`src/rtl/des_out_if.sv`:
```
// rtl/des_out_if.sv - handshake bundle between the DES final round, the output stage and the byte port
interface des_out_if;
    logic [31:0] l_in;
    logic [31:0] r_in;
    logic        in_valid;
    logic        in_ready;
    logic [7:0]  byte_out;
    logic        byte_valid;
    logic        byte_ready;
    logic        busy;

    modport master (
        output l_in, r_in, in_valid, byte_ready,
        input  in_ready, byte_out, byte_valid, busy
    );

    modport slave (
        input  l_in, r_in, in_valid, byte_ready,
        output in_ready, byte_out, byte_valid, busy
    );
endinterface

```
`src/rtl/des_out_stage.sv`:
```
// rtl/des_out_stage.sv - DES final swap + IP^-1, byte serializer (optional DES_OUT_CHECKSUM_EN trailer byte)
module des_out_stage (
    input  logic        clk,
    input  logic        reset,
    des_out_if.slave    bus
);

`ifdef DES_OUT_CHECKSUM_EN
    localparam int            CW   = 4;
    localparam logic [CW-1:0] LAST = 4'd8;
`else
    localparam int            CW   = 3;
    localparam logic [CW-1:0] LAST = 3'd7;
`endif

    typedef enum logic {IDLE, SEND} state_t;

    state_t          state_q, state_d;
    logic [CW-1:0]   count_q, count_d;
    logic [63:0]     hold_q, hold_d;
    logic [63:0]     pre;
    logic [63:0]     blk;
    logic [7:0]      byte_sel;
    logic            last;

    // IP takes source bit ip_pos(k) to position k; the inverse scatters pre[k] back there.
    function automatic logic [5:0] ip_pos(input int k);
        int r;
        int c;
        int m;
        r = k / 8;
        c = k % 8;
        m = (r < 4) ? (57 + 2 * r - 8 * c) : (48 + 2 * r - 8 * c);
        return 6'(m);
    endfunction

    assign pre = {bus.r_in, bus.l_in};

    // Final swap already folded into pre; apply the inverse initial permutation.
    always_comb begin
        blk = '0;
        for (int k = 0; k < 64; k++) begin
            blk[ip_pos(k)] = pre[k];
        end
    end

`ifdef DES_OUT_CHECKSUM_EN
    logic [7:0] chk;

    // Trailer byte: XOR of the eight held data bytes.
    always_comb begin
        chk = '0;
        for (int b = 0; b < 8; b++) begin
            chk = chk ^ hold_q[8*b +: 8];
        end
    end

    assign byte_sel = count_q[3] ? chk : hold_q[{count_q[2:0], 3'b000} +: 8];
`else
    assign byte_sel = hold_q[{count_q, 3'b000} +: 8];
`endif

    assign last           = (count_q == LAST);
    assign bus.busy       = (state_q == SEND);
    assign bus.byte_valid = (state_q == SEND);
    assign bus.byte_out   = (state_q == SEND) ? byte_sel : 8'h00;
    assign bus.in_ready   = (state_q == IDLE) | ((state_q == SEND) & last & bus.byte_ready);

    // Next state: capture on accept, advance per byte handshake, chain blocks on the last byte.
    always_comb begin
        state_d = state_q;
        count_d = count_q;
        hold_d  = hold_q;
        case (state_q)
            IDLE: begin
                if (bus.in_valid) begin
                    hold_d  = blk;
                    count_d = '0;
                    state_d = SEND;
                end
            end
            SEND: begin
                if (bus.byte_ready) begin
                    if (last) begin
                        count_d = '0;
                        if (bus.in_valid) begin
                            hold_d = blk;
                        end else begin
                            state_d = IDLE;
                        end
                    end else begin
                        count_d = count_q + 1'b1;
                    end
                end
            end
            default: state_d = IDLE;
        endcase
    end

    // State, byte index and holding register; reset drops any block in flight.
    always_ff @(posedge clk) begin
        if (reset) begin
            state_q <= IDLE;
            count_q <= '0;
            hold_q  <= '0;
        end else begin
            state_q <= state_d;
            count_q <= count_d;
            hold_q  <= hold_d;
        end
    end

endmodule

```
`src/flat_wrapper.sv`:
```
// flat-port wrapper written by rule: the top's interface ports become plain ports
module des_out_stage_flat 
  (clk, reset, bus_l_in, bus_r_in, bus_in_valid, bus_byte_ready, bus_in_ready, bus_byte_out, bus_byte_valid, bus_busy);
  des_out_if bus_i ();
  input  logic clk;
  input  logic reset;
  input wire logic [$bits(bus_i.l_in)-1:0] bus_l_in;
  input wire logic [$bits(bus_i.r_in)-1:0] bus_r_in;
  input wire logic [$bits(bus_i.in_valid)-1:0] bus_in_valid;
  input wire logic [$bits(bus_i.byte_ready)-1:0] bus_byte_ready;
  output wire logic [$bits(bus_i.in_ready)-1:0] bus_in_ready;
  output wire logic [$bits(bus_i.byte_out)-1:0] bus_byte_out;
  output wire logic [$bits(bus_i.byte_valid)-1:0] bus_byte_valid;
  output wire logic [$bits(bus_i.busy)-1:0] bus_busy;
  assign bus_i.l_in = bus_l_in;
  assign bus_i.r_in = bus_r_in;
  assign bus_i.in_valid = bus_in_valid;
  assign bus_i.byte_ready = bus_byte_ready;
  assign bus_in_ready = bus_i.in_ready;
  assign bus_byte_out = bus_i.byte_out;
  assign bus_byte_valid = bus_i.byte_valid;
  assign bus_busy = bus_i.busy;
  des_out_stage u_core (.clk(clk), .reset(reset), .bus(bus_i));
endmodule
```
`config.mk`:
```
export PLATFORM = sky130hd
export DESIGN_NAME = des_out_stage_flat
export DESIGN_NICKNAME = d
export VERILOG_FILES = /design/src/rtl/des_out_if.sv /design/src/rtl/des_out_stage.sv /design/src/flat_wrapper.sv
export SDC_FILE = /design/constraint.sdc
export NUM_CORES = 1
export LEC_CHECK = 0
export ABC_AREA = 1
export CAP_MARGIN = 5
export CORE_MARGIN = 2
export CORE_UTILIZATION = 52
export CTS_BUF_LIST = sky130_fd_sc_hd__clkbuf_8
export CTS_CLUSTER_DIAMETER = 60
export DETAILED_ROUTE_END_ITERATION = 8
export PLACE_DENSITY = 0.83
export SETUP_SLACK_MARGIN = 0.02
export SYNTH_ARGS = -nofsm -noshare
export SYNTH_HDL_FRONTEND = slang
export SYNTH_SLANG_ARGS = --single-unit
```
`constraint.sdc`:
```
create_clock -name clk -period 2.05 [get_ports clk]
set_clock_uncertainty 0.15 [all_clocks]
set_input_delay 0.41 -clock clk [delete_from_list [all_inputs] [get_ports clk]]
set_output_delay 0.41 -clock clk [all_outputs]
set_load 0.01 [all_outputs]
```
==> results_dict.tcl <==
set metrics [dict create \
    status "finished with violations" \
    violations "setup timing" \
    synth_top_family_by_area "simple AND/OR/NAND/NOR gates" \
    worstPathArrival_ns 1.55 \
    drt-initial-drc-count 304 \
    synthToLayoutAreaGrowth_pct 35.7 \
    multi_input_area_sq_mm 0.00169 \
    nets 672 \
    cp_max_fo 5 \
    synth_nets 595 \
    wl_per_cell_um 13.9 \
    grt_pass1_wl_um 14600 \
    synthCells 525 \
    setup_slack_ns -0.0580 \
    dr.pass1.iters 4 \
    insertion_delay_ns 0.35 \
    detail-route-antenna-nets 0 \
    fmax_mhz 474 \
    antenna_found_initial 0 \
    cts_buffers 9 \
    synth_seq_area_share_pct 39.9 \
    die-height_um 85.0 \
    clockBufferDepth 2 \
    num_antenna_cells 0 \
    tightest_slew_ns 0.343 \
    crit_required_ns 1.49 \
    numPortBuffers 78 \
    clkTransAtPathRegs_ns 0.07 \
    grt_overflow 0 \
    fin_area_sq_mm 0.00463 \
    final_max_slew_viol_count 0 \
    grt_max_degree 44 \
    regArea_sq_mm 0.00137 \
    vdd_ir_drop_max_uv 386 \
    vias_per_cell 5.32 \
    p_per_area_mw_per_mm2 666 \
    grt_pass1_vias 3301 \
    timing.final.crit_share_pct 103 \
    yosys.area_share.xor_xnor_pct 0 \
    synthMuxAreaShare_pct 0 \
    synthAdderAreaFrac_pct 0.733 \
    drive_above_1_share_pct 15.5 \
    crit_type "reg -> out" \
    nFillCells 493 \
    gp_congestion 0.879 \
    start_util_pct 53.7 \
    start_kind "flop" \
    synth-simple-area-share_pct 34.1 \
    setup_viol 3 \
    p_leak_nw 2.01 \
    htreeDepth 3 \
    core_area_sq_mm 0.00635 \
    slew_headroom_pct 77.1 \
    finalHoldViolCount 0 \
    die-area_sq_mm 0.00723 \
    yosysUniqueCellTypes 18 \
    fin_crit_ns 2.11 \
    critPathCaptureType "output port" \
    cts.sinks 68 \
    min_path_type "reg -> reg" \
    grt_usage_pct 25.1 \
    yosysWarnings 0 \
    die_w_um 85.0 \
    syn-mean-instance-area_sq_um 6.50 \
    cts_tree "built" \
    rsz0062_at_grt "true" \
    pin_count 79 \
    dr_total_vias 3626 \
    place_area_sq_mm 0.00426 \
    synth_compound_area_share_pct 10.6 \
    max_cap_viol_count 0 \
    dp_slack_ns -0.134 \
    wl_um 9470 \
    fp-row-count 29 \
    netlist_area_sq_mm 0.00341 \
    drc 0 \
    hpwl_um 6040 \
    root_buffer "clkbuf_8" \
    ys_seq_elements 68 \
]
-- cells in the final DEF (no fill, tap or decap), types with 10 or more instances in the layout --
cell             count
nand2_1             74
nor2_1              72
clkdlybuf4s50_1     69
inv_1               67
dfxtp_1             65
nor3_1              64
o21ai_0             34
nand3_1             31
o21ai_1             31
buf_4               16
nand2_2             10
clkbuf_8            10
buf_6               10
-- layout make-up --
type                            instances  share of cell area, %
Sequential cell                        68                   29.6
Clock buffer                           10                   2.97
Clock inverter                          4                  0.405
Timing Repair Buffer                  107                   22.6
Inverter                               71                   5.81
Multi-Input combinational cell        345                   36.5
Tap cell                               77                   2.08
-- power by group --
| part | internal, W | total (W) | switching (W) |
|---|---|---|---|
| Combinational | 0.000321 | 0.000672 | 0.000350 |
| Clock | 0.000447 | 0.000926 | 0.000479 |
| Sequential | 0.00142 | 0.00148 | 0.0000611 |
-- cell families after synthesis --
group / count (synthesis)
buffers and inverters: 112
DFF: 68
adders and majority gates: 2
AOI/OAI and AO/OA: 70
and+or+nand+nor: 273
-- flip-flops by register name (all words and copies together) (netlist names) --
| name | count |
|---|---|
| u_core.bus.busy | 1 |
| u_core.count_q | 3 |
| u_core.hold_q | 64 |
-- through the flow --
stage / util [%] / cells / total power [W] / hold WS (ns) / setup TNS, ns
3_5_place_dp: 67.2 / 662 / 0.00211 / 0.332 / -3.31
3_3_place_gp: 67.2 / 662 / 0.00210 / 0.330 / -0.924
6_report: 72.9 / 682 / 0.00308 / 0.352 / -0.0755
4_1_cts: 70.3 / 678 / 0.00302 / 0.351 / -0.0543
2_1_floorplan: - / 525 / 0.00186 / 0.314 / 0
5_1_grt: 72.9 / 682 / 0.00322 / 0.372 / -0.668
-- path summary, 6_finish.rpt --
check | start | to | slack (ns) | cells past startpoint
setup / recovery | u_core.count_q[0] | bus_byte_out[6] | -0.06 | 8
hold / removal | u_core.hold_q[19] | u_core.hold_q[19] | 0.35 | 2
setup reg to reg | u_core.count_q[0] | u_core.hold_q[27] | 0.09 | 9
hold reg to reg | u_core.hold_q[19] | u_core.hold_q[19] | 0.35 | 2
-- metal layers --
metal  vias up  wire, um  track usage (%)
met1      1660      4050             31.3
met3        23       539             4.96
met2       140      4620             41.5
li1       1803         -                -
met4         0       251             12.6
met5         -         0                0
-- synthesized netlist by cell type, drive strengths merged --
cell	n	share of area (%)
a21oi	5	1.1
buf	26	5.1
clkbuf	15	1.8
dfxtp	68	40
ha	2	0.73
inv	71	7.8
nand2	85	9.4
nand3	40	5.9
nor2	84	9.5
nor3	64	9.4
o21ai	65	9.5
-- worst max-delay path: stages (launching register included) --
cell	delay (ns)
dfxtp_4	0.37
buf_6	0.14
buf_6	0.13
nand2_2	0.07
nand3_2	0.06
nand3_1	0.07
nand2_1	0.09
nor2_2	0.13
buf_2	0.14
-- repair_timing --
item / 4_1_cts / 5_1_grt
hold buffers: 0 / 0
cloned: 0 / 2
pin swaps: 8 / 25
endpoints found under the setup margin: 75 / 47
gates resized for setup: 58 / 42
buffers inserted: 2 / 2
Note: power is estimated with default switching activity, not from simulation.
